**config.mk**
```make
export PLATFORM = sky130hd
export DESIGN_NAME = als_err_monitor
export DESIGN_NICKNAME = d
export VERILOG_FILES = /design/src/rtl/als_mon_pkg.sv /design/src/rtl/als_ed_calc.sv /design/src/rtl/als_err_monitor.sv
export SDC_FILE = /design/constraint.sdc
export NUM_CORES = 1
export LEC_CHECK = 0
export CORE_MARGIN = 5
export CORE_UTILIZATION = 40
export DETAILED_ROUTE_END_ITERATION = 12
export SYNTH_ARGS = -nofsm -noshare
export SYNTH_HDL_FRONTEND = slang
export SYNTH_SLANG_ARGS = --single-unit
```
**constraint.sdc**
```tcl
create_clock -name clk -period 4.2 [get_ports clk]
set_clock_uncertainty 0.1 [all_clocks]
set_input_delay 0.63 -clock clk [delete_from_list [all_inputs] [get_ports clk]]
set_output_delay 0.63 -clock clk [all_outputs]
set_load 0.005 [all_outputs]
```
**src/rtl/als_mon_pkg.sv**
```systemverilog
// Shared definitions for the approximate-adder response monitors:
// default widths and the campaign FSM state encoding.
package als_mon_pkg;

  localparam int DEF_W     = 16;
  localparam int DEF_CNT_W = 20;
  localparam int DEF_ACC_W = DEF_CNT_W + DEF_W + 1;

  typedef enum logic [1:0] {
    IDLE  = 2'd0,
    RUN   = 2'd1,
    DRAIN = 2'd2,
    DONE  = 2'd3
  } mon_state_t;

endpackage

```
**src/rtl/als_ed_calc.sv**
```systemverilog
// Combinational exact sum and absolute error distance against the
// approximate result. Kept separate so other monitors can swap in a
// different exact function.
module als_ed_calc
  import als_mon_pkg::*;
#(
  parameter int W = DEF_W
) (
  input  logic [W-1:0] in0,
  input  logic [W-1:0] in1,
  input  logic [W:0]   approx,
  output logic [W:0]   ed
);

  logic [W:0]          exact;
  logic signed [W+1:0] diff;

  // exact sum, signed difference one bit wider, then its magnitude
  always_comb begin
    exact = {1'b0, in0} + {1'b0, in1};
    diff  = $signed({1'b0, exact}) - $signed({1'b0, approx});
    ed    = diff[W+1] ? (approx - exact) : diff[W:0];
  end

endmodule

```
**src/rtl/als_err_monitor.sv**
```systemverilog
// Response checker for approximate adders: accepts operand/result
// samples, recomputes the exact sum and accumulates error count, summed
// error distance (saturating) and maximum error distance over a campaign.
module als_err_monitor
  import als_mon_pkg::*;
#(
  parameter int W     = DEF_W,
  parameter int CNT_W = DEF_CNT_W,
  parameter int ACC_W = DEF_ACC_W
) (
  input  logic             clk,
  input  logic             rst_n,
  input  logic             start,
  input  logic [CNT_W-1:0] num_samples,
  input  logic             s_valid,
  output logic             s_ready,
  input  logic [W-1:0]     s_in0,
  input  logic [W-1:0]     s_in1,
  input  logic [W:0]       s_approx,
  output logic             busy,
  output logic             done,
  output logic [CNT_W-1:0] sample_cnt,
  output logic [CNT_W-1:0] err_cnt,
  output logic [ACC_W-1:0] sum_ed,
  output logic [W:0]       max_ed
);

  mon_state_t       state, state_nxt;
  logic [CNT_W-1:0] target;
  logic             transfer;
  logic             last_transfer;
  logic             start_ok;

  logic             s1_valid;
  logic [W-1:0]     s1_in0;
  logic [W-1:0]     s1_in1;
  logic [W:0]       s1_approx;
  logic             s2_valid;
  logic [W:0]       s2_ed;
  logic [W:0]       ed_calc;
  logic [ACC_W:0]   sum_ext;

  assign s_ready       = (state == RUN) && (sample_cnt != target);
  assign transfer      = s_valid && s_ready;
  assign last_transfer = transfer && ((sample_cnt + CNT_W'(1)) == target);
  assign start_ok      = start && ((state == IDLE) || (state == DONE));
  assign busy          = (state == RUN) || (state == DRAIN);
  assign done          = (state == DONE);
  assign sum_ext       = {1'b0, sum_ed} + (ACC_W+1)'(s2_ed);

  als_ed_calc #(.W(W)) u_ed_calc (
    .in0    (s1_in0),
    .in1    (s1_in1),
    .approx (s1_approx),
    .ed     (ed_calc)
  );

  // campaign state register
  always_ff @(posedge clk) begin
    if (!rst_n) state <= IDLE;
    else        state <= state_nxt;
  end

  // campaign sequencing: start only from IDLE/DONE, drain pipeline before DONE
  always_comb begin
    state_nxt = state;
    case (state)
      IDLE, DONE: begin
        if (start) state_nxt = (num_samples == '0) ? DONE : RUN;
      end
      RUN: begin
        if (last_transfer) state_nxt = DRAIN;
      end
      DRAIN: begin
        if (!s1_valid && !s2_valid) state_nxt = DONE;
      end
      default: state_nxt = IDLE;
    endcase
  end

  // two-stage pipeline: capture the sample, then register its error distance
  always_ff @(posedge clk) begin
    if (!rst_n) begin
      s1_valid  <= 1'b0;
      s1_in0    <= '0;
      s1_in1    <= '0;
      s1_approx <= '0;
      s2_valid  <= 1'b0;
      s2_ed     <= '0;
    end else begin
      s1_valid <= transfer;
      if (transfer) begin
        s1_in0    <= s_in0;
        s1_in1    <= s_in1;
        s1_approx <= s_approx;
      end
      s2_valid <= s1_valid;
      if (s1_valid) s2_ed <= ed_calc;
    end
  end

  // campaign target and result accumulators; start clears them in place
  always_ff @(posedge clk) begin
    if (!rst_n) begin
      target     <= '0;
      sample_cnt <= '0;
      err_cnt    <= '0;
      sum_ed     <= '0;
      max_ed     <= '0;
    end else if (start_ok) begin
      target     <= num_samples;
      sample_cnt <= '0;
      err_cnt    <= '0;
      sum_ed     <= '0;
      max_ed     <= '0;
    end else begin
      if (transfer) sample_cnt <= sample_cnt + CNT_W'(1);
      if (s2_valid) begin
        if (s2_ed != '0) err_cnt <= err_cnt + CNT_W'(1);
        sum_ed <= sum_ext[ACC_W] ? '1 : sum_ext[ACC_W-1:0];
        if (s2_ed > max_ed) max_ed <= s2_ed;
      end
    end
  end

endmodule

```
==> metrics.yaml <==
timing:
  hold_slack_ps: 360.5
  postLayoutSetupSlackWorst_ps: -301.3
  max-slew-margin-rel_pct: 31.32
  final.min_clock_period_ps: 4501
  setup_viol: 16
  timing_worst_slew_pin_value_ps: 1030
  final_min_period_over_clock_period_pct: 107.2
  grt_setup_unrepaired: "true"
  timing.final.max_slew_violations: 0
  maxClockFrequency_mhz: 222.2
  timing_hold_violations_final: 0
clock_network:
  clk_pin_slew_ps: 80
  clockRootBuffer: "clkbuf_16"
  cts-buffers-inserted: 17
  cts_max_path_buffers: 2
  tritoncts_clock_tree: "built"
  h-tree-depth: 4
  clkSinkCount: 184
  insertion_delay_ps: 430
logic_synthesis:
  post_synth_arst_share_pct: 0
  yosys.cell_types.count: 78
  dominant_register_cell_in_the_synthesized_netlist: "dfxtp_1"
  synthesis.yosys.warnings: 0
  post_synthesis_cells: 1377
  ys_seq_elements: 184
  synthesis.area_um2: 11080
  mappedNetlistNets: 1543
  synth.avg_cell_area_um2: 8.047
  number_of_synthesized_flops_with_an_enable_pin: 0
  synth_sequential_area_ratio_pct: 33.24
power:
  p_per_area_nw_per_um2: 552.4
  fin_total_pwr_uw: 7831
  vdd.ir_drop.worst_v: 0.0003179
  leakage_uw: 0.005623
floorplan:
  io_pins: 170
  chip_width_um: 176.4
  initial_core_util_pct: 40.22
  area_of_the_die_um2: 31130
  core_region_area_um2: 27550
  floorplan_row_count: 61
  die_h_um: 176.4
grt:
  aggregate_global_route_resource_usage_pct: 18.79
  globalRouteOverflowTotal: 0
  pin_count_of_the_biggest_net_entering_global_routing: 57
  initial_antenna_violation_count: 0
  grt_pass1_vias: 9530
  global_route_wire_length_before_repair_mm: 48.83
detailed_routing:
  route.detailed.drc: 0
  detailedRoute.firstPassIterationCount: 5
  finalWirelength_mm: 29.93
  drt.antenna.violating_nets: 0
  wire_per_inst_um: 15.35
  initialDrtViolationCount: 540
  avgViaCountPerCell: 5.125
  num_vias: 9994
critical_path:
  critical_path_source_type: "flop"
  worst-endpoint-arrival_ps: 4700
  worst_path_maximum_fanout: 5
  crit_required_ps: 4400
  timing.rr.end: "s2_ed[12]"
  r2r_slack_ps: -300
  worst-setup-path-type: "reg -> reg"
  cp-end-kind: "flop"
  worst_r2r_path_cells: 22
  worst_flop_to_flop_path_startpoint: "s1_in0[0]"
cells_and_area:
  design_area_um2: 14170
  most-common-layout-cells: "195 x nand2_1, 182 x dfxtp_1, 169 x clkdlybuf4s50_1"
  final_common_cell: "nand2_1"
  fillCellCount: 2673
  nNetsFinal: 1725
  diodes: 0
  area_growth_syn_to_layout_pct: 27.92
  post_route_cells_drive_above_1_share_pct: 8.588
placed_design:
  place_congestion: 0.8807
  dpl_cell_area_um2: 13370
  detailed_place_hpwl_mm: 22.63
  place.port_buffers: 169
min_path:
  worst_hold_path.num_cells: 2
  worst_hold_startpoint: "s1_in0[6]"
  hold_end: "s1_in0[6]"
  holdCritPathClass: "reg -> reg"
status:
  outcome: "complete, but fails checks"
  violated_checks: "setup timing"
job:
  maxCapViolCount: 0
==> metrics by stage <==
| step | utilization (%) | std cells | setup TNS (ps) | setup slack [ps] |
|---|---|---|---|---|
| after global routing | 51.45 | 1950 | -8067 | -619.4 |
| final | 51.45 | 1950 | -3189 | -301.3 |
| after global placement | 48.52 | 1906 | -1648 | -220.8 |
| after floorplan | - | 1377 | -1286 | -143.6 |
| after detailed placement | 48.52 | 1906 | -3062 | -296.0 |
| after CTS | 51.08 | 1945 | -2015 | -215.0 |
==> worst max-delay path by stage <==
stage | from | to | slack, ps | cells after the start
2_1_floorplan | s1_in0[0] | s2_ed[4] | -140 | 21
3_3_place_gp | s1_in0[0] | s2_ed[4] | -220 | 21
3_5_place_dp | s1_in0[0] | s2_ed[4] | -300 | 21
4_1_cts | s1_in0[0] | s2_ed[4] | -220 | 21
5_1_grt | s1_in0[0] | s2_ed[12] | -620 | 22
6_report | s1_in0[0] | s2_ed[12] | -300 | 22
==> worst max-delay path, cell delays in order, from the launching register on <==
cell,delay [ps]
dfxtp_2,340
ha_4,160
fa_2,360
a21o_1,180
a21oi_2,150
o21bai_1,100
a211o_1,300
a311oi_2,250
o21bai_1,130
a21oi_2,200
xnor2_2,100
ha_1,320
nand4_1,110
nor2_1,160
inv_1,70
o211a_1,250
o31ai_4,240
buf_4,170
clkbuf_16,130
buf_6,90
mux2i_2,200
xor2_1,170
a21oi_1,80
==> cell usage after synthesis (9+ instances only) <==
master	n	area share, %
nand2_1	196	6.6
o21a_1	9	0.61
a211oi_1	16	1.1
a21oi_1	146	6.6
nand4_1	21	1.2
nor4_1	12	0.68
o211ai_1	11	0.75
ha_1	89	10
or3_1	11	0.62
nor2_1	98	3.3
nor2b_1	13	0.73
a31oi_1	17	0.96
dfxtp_1	184	33
buf_2	14	0.63
clkbuf_1	42	1.4
xor2_1	54	4.3
and3_1	18	1.0
o21ai_0	63	2.8
nand3_1	33	1.5
mux2i_1	25	2.3
a21o_1	27	1.8
inv_1	83	2.8
xnor2_1	59	4.7
nor3_1	23	1.0
==> registers in the layout, indices dropped and copies added, names as in the netlist <==
| name | count |
|---|---|
| s1_in1 | 16 |
| s2_ed | 17 |
| target | 20 |
| s2_valid | 1 |
| sample_cnt | 20 |
| sum_ed | 37 |
| err_cnt | 20 |
| max_ed | 17 |
| state | 2 |
| s1_in0 | 16 |
| s1_valid | 1 |
| s1_approx | 17 |
==> layout make-up <==
cell class	instances	area (µm²)	share of cell area, %
clock inverter	15	176.4	1.245
tap	378	473.0	3.337
timing repair buffer	224	2155	15.20
sequential	184	3686	26.00
multi-input combinational	1049	6948	49.02
clock buffer	17	425.4	3.001
inverter	83	311.5	2.198
==> routing by layer <==
| metal | wire length (µm) | part of all wire [%] | vias to the layer above | GRT usage (%) |
|---|---|---|---|---|
| li1 | - | - | 5174 | - |
| met4 | 393 | 1.3 | 0 | 4.868 |
| met5 | 0 | 0 | - | 0 |
| met1 | 15090 | 50 | 4612 | 26.89 |
| met3 | 1085 | 3.6 | 22 | 2.377 |
| met2 | 13360 | 45 | 186 | 30.12 |
==> logic make-up after synthesis <==
| kind of cell | Yosys count | synth area share (%) |
|---|---|---|
| xor gates and xnor gates | 114 | 9.079 |
| AOI/OAI and AO/OA | 349 | 19.72 |
| adders and majority gates | 93 | 10.77 |
| DFF | 184 | 33.24 |
| and+or+nand+nor | 466 | 19.55 |
| buffers and inverters | 144 | 5.183 |
| muxes | 27 | 2.462 |
==> report_power, final <==
| group | internal (µW) | total, µW | switching (µW) |
|---|---|---|---|
| clock network | 857 | 1660 | 803 |
| logic | 2050 | 4100 | 2050 |
| registers | 1900 | 2070 | 166 |
==> repair_timing <==
action | in CTS | in global routing
pin swaps | 3 | 5
cloned | 0 | 1
gates resized for setup | 12 | 11
buffers inserted | 7 | 4
hold buffers | 0 | 0
endpoints found under the setup margin | 16 | 16
Power figures use the tool's default switching activity.
==> variant: new RTL, config.mk and constraints unchanged <==
`DEF_W`: 16 -> 24.
--- a/src/rtl/als_mon_pkg.sv
+++ b/src/rtl/als_mon_pkg.sv
@@ -4,3 +4,3 @@
 
-  localparam int DEF_W     = 16;
+  localparam int DEF_W     = 24;
   localparam int DEF_CNT_W = 20;
Interface: changed (5 resized); port bits go from 170 to 210. The function was not compared with the original's and may differ.
==> variant against the original RTL <==
  * Critical endpoint is now s2_ed[19]$_SDFFE_PN0P_
  * Setup slack got worse by 760 ps
  * Cell area rose by 40%
  * Largest power group unchanged
  * Total power up 70%
  * Hold slack worse by 0.56 ps
  * Sequential share of layout area is 2.5 points lower
  * Combinational power rose by 96%
  * Sequential cell count is 48 higher
  * Area after synthesis up 31%
  * The run still ends with negative setup slack left
  * Highest routed layer unchanged
  * Critical path depth increased by 6
  * Count of clock-buffer cells in the layout up 20
  * Non-clock buffer count increased by 186
  * Via count grew 40%
  * Global-route usage grew 0.92 points
  * Wire length increased by 40%
==> variant: results (changes against the original RTL) <==
Route
  • Iteration count of the initial detailed-routing pass: 5 (unchanged)
  • Routed Wire Length: 41800 µm (+40%)
  • Drt initial violations: 788 (+46%)
  • Routed via count divided by cell count: 5.19 (+1.3%)

Critical path
  • Reg-to-reg critical path startpoint: s1_in0[0]$_SDFFE_PN0P_
  • Critical Path Source Type: flip-flop
  • Maximum single-stage delay on the critical path: 410 ps (+50 ps)
  • End of the critical path: s2_ed[19]$_SDFFE_PN0P_
  • Worst path slowest cell: or3_4
  • Worst-case reg-to-reg path depth: 28 (+27%)
  • Critical path peak fanout: 5 (unchanged)

Layout
  • Share of cells above drive strength 1: 14.4% (+5.9 points)
  • Number of flip-flops under the largest register name: 45 (+22%)
  • Antenna Cells: 0 (unchanged)
  • Fin nets: 2445 (+42%)
  • Largest register by flop count: sum_ed
  • Number of fill cells: 3345 (+25%)

Timing
  • Crit path setup slack, layout: -1060 ps (-758 ps)
  • Max-slew violation count: 0 (unchanged)
  • Setup TNS: -19420 ps (-16230 ps)
  • Transition time at the pin with the least slew margin: 762 ps (-268 ps)
  • Setup violations, final: 24 (+8)

Yosys
  • Synth Warn #: 0 (unchanged)
  • Total nets after synthesis: 2090 (+35%)
  • Dominant synthesized flop cell: dfxtp_1
  • Post-synthesis async set-or-reset flop share: 0% (unchanged)
  • Unique cell type count in the Yosys netlist: 69 (-12%)
  • Sequential share of the synthesized area: 32.0% (-1.3 points)
  • Leading cell types by count after synthesis: 266 x nand2_1, 232 x dfxtp_1, 214 x a21oi_1
  • Dominant cells by area after synthesis: dfxtp_1 32%, ha_1 11%, a21oi_1 7.4%, nand2_1 6.9%, xnor2_1 4.1%

Power
  • Static leakage power: 8.31 nW (+48%)
  • Net Sw Frac: 38.0% (-0.59 points)
  • Worst ir drop on vdd: 0.487 mV (+53%)

GRT
  • Antenna violations before repair: 0 (unchanged)
  • First-pass GRT wire length: 68700 µm (+41%)
  • Via count of the first global-routing pass: 13.6k (+42%)
  • GR Util All Layers: 19.7% (+0.92 points)
  • Pin count of the biggest net entering global routing: 114 (+100%)

Hold path
  • Worst hold path class: reg2reg
  • Cell count of the worst hold path: 2 (unchanged)

Clock network
  • Master cell of the clock root buffer: clkbuf_16
  • H-tree Lvls: 1 (-3)
  • Clock Tree Buf Depth: 3 (+1)
  • Clock-pin transition on the worst setup and hold timing paths: 60 ps (-20 ps)
  • Number of buffers inserted during clock tree synthesis: 28 (+11)
  • Insertion delay to the later sink of the worst-skew pair: 540 ps (+110 ps)

Place
  • Global placer's final weighted congestion: 0.939 (+6.7%)
  • Number of port buffers: 209 (+24%)
  • Post-DP HPWL: 32700 µm (+44%)

Status
  • Violations in the final reports: negative setup slack
  • Run status: complete, but fails checks
==> variant: cell families (layout without fill, tap and decap cells) <==
kind of cell / Yosys count / count (layout) / share of synthesized area [%]
AOI/OAI and AO/OA: 495 / 495 / 20.3
xor gates and xnor gates: 124 / 124 / 7.48
adders and majority gates: 133 / 133 / 11.7
buffers and inverters: 220 / 596 / 5.74
DFF: 232 / 232 / 32.0
muxes: 55 / 55 / 3.84
and+or+nand+nor: 601 / 601 / 18.9
==> variant: critical path, delay by kind of cell, from the launching register on <==
kind	cells	cell delay, ps
simple gates	3	510
mux	2	460
fa+ha+maj	3	670
flops	1	330
compound gates	15	2410
xor+xnor	2	260
buf+inv	3	360
==> variant: layout make-up <==
cell class	count	share of cell area, %
clock buffer	37	4.07
clock inverter	14	1.03
inverter	135	2.59
multi-input combinational	1408	47.2
sequential	232	23.5
tap	461	2.91
timing repair buffer	410	18.7
==> variant: through the flow <==
stage	setup WS, ps	total power (W)	utilization [%]	cell area [µm²]	cells
6_report	-1060	0.0133	55.4	19800	2697
5_1_grt	-1310	0.0142	55.4	19800	2697
4_1_cts	-1050	0.0123	54.5	19500	2690
3_5_place_dp	-1220	0.00938	51.4	18400	2631
3_3_place_gp	-1110	0.00928	51.4	18400	2631
2_1_floorplan	-893	0.00705	-	14600	1860
==> variant: worst min path at each step <==
stage / startpoint / to / slack (ps)
floorplan: s1_approx[24]$_SDFFE_PN0P_ / s1_approx[24]$_SDFFE_PN0P_ / 340
global placement: s1_approx[24]$_SDFFE_PN0P_ / s1_approx[24]$_SDFFE_PN0P_ / 350
detailed placement: s1_approx[24]$_SDFFE_PN0P_ / s1_approx[24]$_SDFFE_PN0P_ / 350
CTS: s1_in0[6]$_SDFFE_PN0P_ / s1_in0[6]$_SDFFE_PN0P_ / 360
global route: s1_in0[20]$_SDFFE_PN0P_ / s1_in0[20]$_SDFFE_PN0P_ / 380
finish: s1_approx[24]$_SDFFE_PN0P_ / s1_approx[24]$_SDFFE_PN0P_ / 360
==> variant: what timing repair did <==
item / 4_1_cts / 5_1_grt
setup buffers: 8 / 8
hold buffers: 0 / 0
resized for setup: 11 / 60
endpoints found under the setup margin: 24 / 24
pin swaps: 9 / 28
==> variant: power groups by stage <==
stage,sequential [W],combinational (W),clock (W)
2_1_floorplan,0.00262,0.00443,0
3_5_place_dp,0.00271,0.00667,0
6_report,0.00266,0.00804,0.00262
4_1_cts,0.00266,0.00692,0.00268
5_1_grt,0.00269,0.00876,0.00277
3_3_place_gp,0.00270,0.00658,0
==> variant: per-layer routing <==
layer  global-route usage, %  vias to the layer above  wire, µm
met5                       0                        -         0
met4                    4.15                        0       769
met3                    2.54                       53      1970
met2                    31.3                      307     18300
met1                    28.9                     6464     20800
li1                        -                     7180         -
